$ cat src/rtl/mem_stage.sv
`default_nettype none
//------------------------------------------------------------------------------
//  Module   : mem_stage
//  Brief    : Memory-access pipeline stage. Registers the EX->MEM bus, extracts
//             and extends load data from the data SRAM, and drives the MEM->WB
//             pipeline bus plus the MEM->ID forwarding bus.
//  Revision : 1.0  initial release
//------------------------------------------------------------------------------
module mem_stage (
    input  logic         clk,
    input  logic         rst,
    input  logic [5:0]   stall,
    input  logic [138:0] ex_to_mem_bus,
    input  logic [31:0]  data_sram_rdata,
    output logic [135:0] mem_to_wb_bus,
    output logic [103:0] mem_to_id_bus
);

    // Load-type encodings carried in the EX->MEM bus
    localparam logic [2:0] LT_LB  = 3'b001;
    localparam logic [2:0] LT_LBU = 3'b010;
    localparam logic [2:0] LT_LH  = 3'b011;
    localparam logic [2:0] LT_LHU = 3'b100;
    localparam logic [2:0] LT_LW  = 3'b101;

    // Stall decode: only the MEM and WB stall bits matter to this stage
    logic stall_mem;
    logic stall_wb;
    logic bubble;
    logic capture;

    assign stall_mem = stall[3];
    assign stall_wb  = stall[4];
    // MEM stalled while WB moves on: WB must see an empty slot
    assign bubble    = stall_mem & ~stall_wb;
    assign capture   = ~stall_mem;

    // Remaining stall bits belong to other stages
    logic unused_stall;
    assign unused_stall = ^{stall[5], stall[2:0]};

    logic [138:0] mem_r;
    logic         first_r;
    logic [31:0]  rdata_r;

    // Pipeline register: reset and bubble clear, capture when MEM runs, else hold
    always_ff @(posedge clk) begin
        if (rst) begin
            mem_r <= '0;
        end else if (bubble) begin
            mem_r <= '0;
        end else if (capture) begin
            mem_r <= ex_to_mem_bus;
        end
    end

    // Marks the first cycle an instruction sits in MEM (SRAM data is live only then)
    always_ff @(posedge clk) begin
        if (rst) begin
            first_r <= 1'b0;
        end else begin
            first_r <= capture;
        end
    end

    // Keeps the first-cycle SRAM data so a stalled load still sees it later
    always_ff @(posedge clk) begin
        if (rst) begin
            rdata_r <= '0;
        end else if (first_r) begin
            rdata_r <= data_sram_rdata;
        end
    end

    // Field unpack of the registered EX->MEM bus
    logic        hi_we;
    logic [31:0] hi;
    logic        lo_we;
    logic [31:0] lo;
    logic [31:0] pc;
    logic [2:0]  load_type;
    logic        rf_we;
    logic [4:0]  rf_waddr;
    logic [31:0] ex_result;

    assign hi_we     = mem_r[138];
    assign hi        = mem_r[137:106];
    assign lo_we     = mem_r[105];
    assign lo        = mem_r[104:73];
    assign pc        = mem_r[72:41];
    assign load_type = mem_r[40:38];
    assign rf_we     = mem_r[37];
    assign rf_waddr  = mem_r[36:32];
    assign ex_result = mem_r[31:0];

    // Live SRAM data on the first cycle, the held copy afterwards
    logic [31:0] load_word;
    assign load_word = first_r ? data_sram_rdata : rdata_r;

    logic [7:0]  load_byte;
    logic [15:0] load_half;

    // Little-endian byte lane select from the low address bits
    always_comb begin
        load_byte = load_word[7:0];
        case (ex_result[1:0])
            2'b00:   load_byte = load_word[7:0];
            2'b01:   load_byte = load_word[15:8];
            2'b10:   load_byte = load_word[23:16];
            default: load_byte = load_word[31:24];
        endcase
    end

    // Halfword lane select; address bit 0 is ignored, no alignment trap
    always_comb begin
        load_half = ex_result[1] ? load_word[31:16] : load_word[15:0];
    end

    logic [31:0] rf_wdata;

    // Extend the selected lane per load type; non-loads forward the ALU result
    always_comb begin
        rf_wdata = ex_result;
        case (load_type)
            LT_LB:   rf_wdata = {{24{load_byte[7]}}, load_byte};
            LT_LBU:  rf_wdata = {24'h0, load_byte};
            LT_LH:   rf_wdata = {{16{load_half[15]}}, load_half};
            LT_LHU:  rf_wdata = {16'h0, load_half};
            LT_LW:   rf_wdata = load_word;
            default: rf_wdata = ex_result;
        endcase
    end

    assign mem_to_wb_bus = {hi_we, hi, lo_we, lo, pc, rf_we, rf_waddr, rf_wdata};
    assign mem_to_id_bus = {hi_we, hi, lo_we, lo, rf_we, rf_waddr, rf_wdata};

endmodule
`default_nettype wire
$ cat config.mk
export PLATFORM = sky130hd
export DESIGN_NAME = mem_stage
export DESIGN_NICKNAME = d
export VERILOG_FILES = /design/src/rtl/mem_stage.sv
export SDC_FILE = /design/constraint.sdc
export NUM_CORES = 1
export LEC_CHECK = 0
export CAP_MARGIN = 20
export CORE_AREA = 3 3 164 166
export CTS_CLUSTER_DIAMETER = 200
export CTS_CLUSTER_SIZE = 28
export DETAILED_ROUTE_END_ITERATION = 8
export DIE_AREA = 0 0 167 169
export PLACE_DENSITY = 0.75
export SYNTH_ARGS = -nofsm -noshare
export SYNTH_HDL_FRONTEND = slang
export SYNTH_SLANG_ARGS = --single-unit
$ cat constraint.sdc
create_clock -name clk -period 2.7 [get_ports clk]
set_input_delay 0.405 -clock clk [delete_from_list [all_inputs] [get_ports clk]]
set_output_delay 0.405 -clock clk [all_outputs]
set_load 0.05 [all_outputs]
==> qor.yml <==
timing:
  worstMarginPinSlew_ns: 0.6226
  fin_hold_ws_ns: 0.4986
  drv_slew: 0
  fin_ws_ns: -0.1526
  grt_setup_unrepaired: "yes"
  fin_crit_sh: 1.057
  max_freq_mhz: 350.6
  fin_crit_ns: 2.853
  final-hold-violation-count: 0
  slew_headroom: 0.5836
  setup_viol: 50
  skew_ns: 0.01260
drt:
  post-route-drc-count: 0
  routedWlPerCell_um: 18.55
  vias: 7113
  wirelength_mm: 27.89
  drtIter0Drc: 296
  via_per_inst: 4.729
  antenna_left: 0
  first_pass_iters: 5
synth:
  synth_edf_count: 0
  synth.avg_cell_area_um2: 9.368
  synthFlopType: "dfxtp_1"
  synth-seq-area-share: 0.3965
  mappedNetlistNets: 1106
  netlist_instances: 927
  yosys_warnings: 0
  ys_types: 41
  async_flop_share: 0
  ys_seq_elements: 172
  synthesis.area_um2: 8685
setup_path:
  critPathRequiredTime_ns: 2.30
  r2r_end: "rdata_r[21]$_SDFF_PP0_"
  worstSetupStartpointType: "register"
  crit_chain: "mux2i_2, mux4_2, a31oi_4, buf_6, buf_12, o32a_1, buf_12"
  crit_path_top_delay_cell: "mux4_2"
  worst-setup-path-type: "reg -> out"
  cp_top_family: "multiplexers"
  cp_num_buf_inv: 3
  critical-path-max-stage-delay_ns: 0.52
  crit_path_end_kind: "output pin"
  crit_cells: 7
  r2r-start: "first_r$_SDFF_PP0_"
  cp_common_cell: "buf_12"
  worst-path-max-fanout: 6
  arrival_ns: 2.45
  worstRegToRegCells: 5
  worst-r2r-setup-slack_ns: 1.31
power:
  pwr-share-clk: 0.296
  pwr_density_cell_nw_per_um2: 600.5
  total_power_mw: 8.122
  p_leak_nw: 5.499
  seq_power_share: 0.340
  pwr-share-comb: 0.364
  swShare: 0.3572
  switching_power_mw: 2.901
  ir_drop_uv: 329.7
  p_int_mw: 5.220
worst_hold_path:
  hp-class: "reg -> reg"
  whs_path_depth: 2
  hold_path.startpoint: "mem_r[45]$_SDFFE_PP0N_"
  worstHoldEndpoint: "mem_r[45]$_SDFFE_PP0N_"
cells_and_area:
  area_delta_synth_final_pct: 55.74
  n_fill_cell: 2264
  finalNetCount: 1332
  multi_input_area_um2: 3711
  fin_cells: 1504
  final_area_um2: 13530
  seqCellArea_um2: 3451
  layout-drive-gt1-share: 0.1852
cts:
  clk_pin_slew_ns: 0.07
  cts_hold_buf: 0
  cts_buffer_depth: 2
  cts_root_buf: "clkbuf_16"
  cts_made_buffers: 17
  cts_sinks: 172
  clk_latency_ns: 0.42
  cts_tree: "done"
  h-tree-depth: 4
placement:
  io_buffers: 414
  placed_cells: 1454
  gp_congestion: 0.9226
  dp_hpwl_mm: 21.18
  place_worst_setup_slack_ns: -0.1852
  place_area_um2: 12520
floorplanning:
  dieArea_um2: 28220
  num_rows: 59
  coreArea_um2: 25760
  start_util: 0.3371
  chipHeight_um: 169
  ioPinCount: 419
  die_w_um: 167
grt:
  antenna_found_initial: 3
  grt_overflow_total: 0
  grt_pass1_wl_mm: 41.79
  grt_pass1_vias: 7278
  grt_start_max_net_pins: 81
  grt_usage: 0.1869
flow_run:
  drv_cap: 0
status:
  status: "finished, violations left"
  failed_checks: "negative setup slack"
metrics by stage:
stage	utilization	setup TNS, ns
4_1_cts	0.5166	-3.542
6_report	0.5250	-4.575
3_5_place_dp	0.4861	-6.310
2_1_floorplan	-	-0.7993
3_3_place_gp	0.4861	-6.922
5_1_grt	0.5250	-8.303
what timing repair did:
action                                 CTS  global route
setup buffers                            7             5
pin swaps                               20             9
gates resized for setup                 38            24
endpoints found under the hold margin    0             0
cloned                                   1             3
setup endpoints to repair               64            64
power groups by stage:
| stage | clock, mW | combinational [mW] | sequential (mW) |
|---|---|---|---|
| after floorplan | 0 | 1.81 | 2.78 |
| after global placement | 0 | 2.84 | 2.81 |
| after detailed placement | 0 | 2.86 | 2.82 |
| after CTS | 2.49 | 2.93 | 2.76 |
| after global routing | 2.60 | 3.06 | 2.78 |
| final | 2.40 | 2.96 | 2.76 |
registers in the layout (all words and copies together) (netlist names):
name and count:
first_r 1, mem_r 139, rdata_r 32
cells by family (layout without fill, tap and decap cells):
logic type / after synthesis / after routing / synth area share
AOI/OAI and AO/OA: 76 / 76 / 0.07247
buffers and inverters: 269 / 508 / 0.2111
other: 0 / 3 / 0
DFF: 172 / 172 / 0.3965
xor gates and xnor gates: 2 / 2 / 0.002017
and+or+nand+nor: 222 / 222 / 0.09927
muxes: 186 / 186 / 0.2187
area by class of cell:
class | instances | share of cell area
Antenna cell | 3 | 0.0005550
Clock inverter | 15 | 0.01129
Multi-Input combinational cell | 486 | 0.2744
Tap cell | 335 | 0.03099
Sequential cell | 172 | 0.2551
Inverter | 4 | 0.001110
Timing Repair Buffer | 472 | 0.3951
Clock buffer | 17 | 0.03145
cell usage after synthesis (all sizes together), types with 3 or more instances:
library cell	number	share of area
a21o	7	0.0061
clkbuf	33	0.014
mux2i	174	0.20
buf	232	0.20
o22a	8	0.0081
nor3	3	0.0017
nor2	197	0.085
a31oi	5	0.0053
o21bai	3	0.0026
and2	3	0.0022
dfxtp	172	0.40
a311oi	3	0.0030
o22ai	8	0.0058
inv	3	0.0013
nand2	13	0.0056
mux2	10	0.013
o32a	20	0.023
a21oi	7	0.0040
layout by cell type (no fill, tap or decap), drive strengths merged, types with 2 or more instances in the layout:
cell           instances
a21o                   7
a21oi                  7
a221o                  2
a221oi                 2
a311oi                 3
a31oi                  5
and2                   3
buf                  120
clkbuf                20
clkdlybuf4s50        346
clkinv                 8
dfxtp                172
diode                  3
dlygate4sd2            3
inv                   10
mux2                  10
mux2i                174
mux4                   2
nand2                 13
nand2b                 2
nand3b                 2
nor2                 197
nor3                   3
o21a                   2
o21ai                  2
o21bai                 3
o22a                   8
o22ai                  8
o311ai                 2
o32a                  20
layer usage:
metal / up-vias / wire, um / GRT usage
met5: - / 0 / 0
met2: 313 / 14490 / 0.3355
met4: 0 / 865 / 0.07461
li1: 3367 / - / -
met3: 44 / 2135 / 0.05465
met1: 3389 / 10400 / 0.2080
worst max-delay path by stage:
| stage | slack, ns | endpoint | start |
|---|---|---|---|
| after floorplan | -0.1 | mem_to_wb_bus[1] | first_r$_SDFF_PP0_ |
| final | -0.15 | mem_to_wb_bus[30] | first_r$_SDFF_PP0_ |
| after CTS | -0.14 | mem_to_wb_bus[30] | first_r$_SDFF_PP0_ |
| after global placement | -0.21 | mem_to_id_bus[17] | data_sram_rdata[23] |
| after detailed placement | -0.19 | mem_to_wb_bus[17] | data_sram_rdata[23] |
| after global routing | -0.23 | mem_to_wb_bus[30] | first_r$_SDFF_PP0_ |
tightest hold or removal path: cells and delay by family, from the launching register on:
| kind | cells | cell delay [ns] |
|---|---|---|
| multiplexers | 1 | 0.07 |
| AND/OR/NAND/NOR | 1 | 0.07 |
| flip-flops | 1 | 0.33 |
Note: power is estimated with default switching activity, not from simulation.
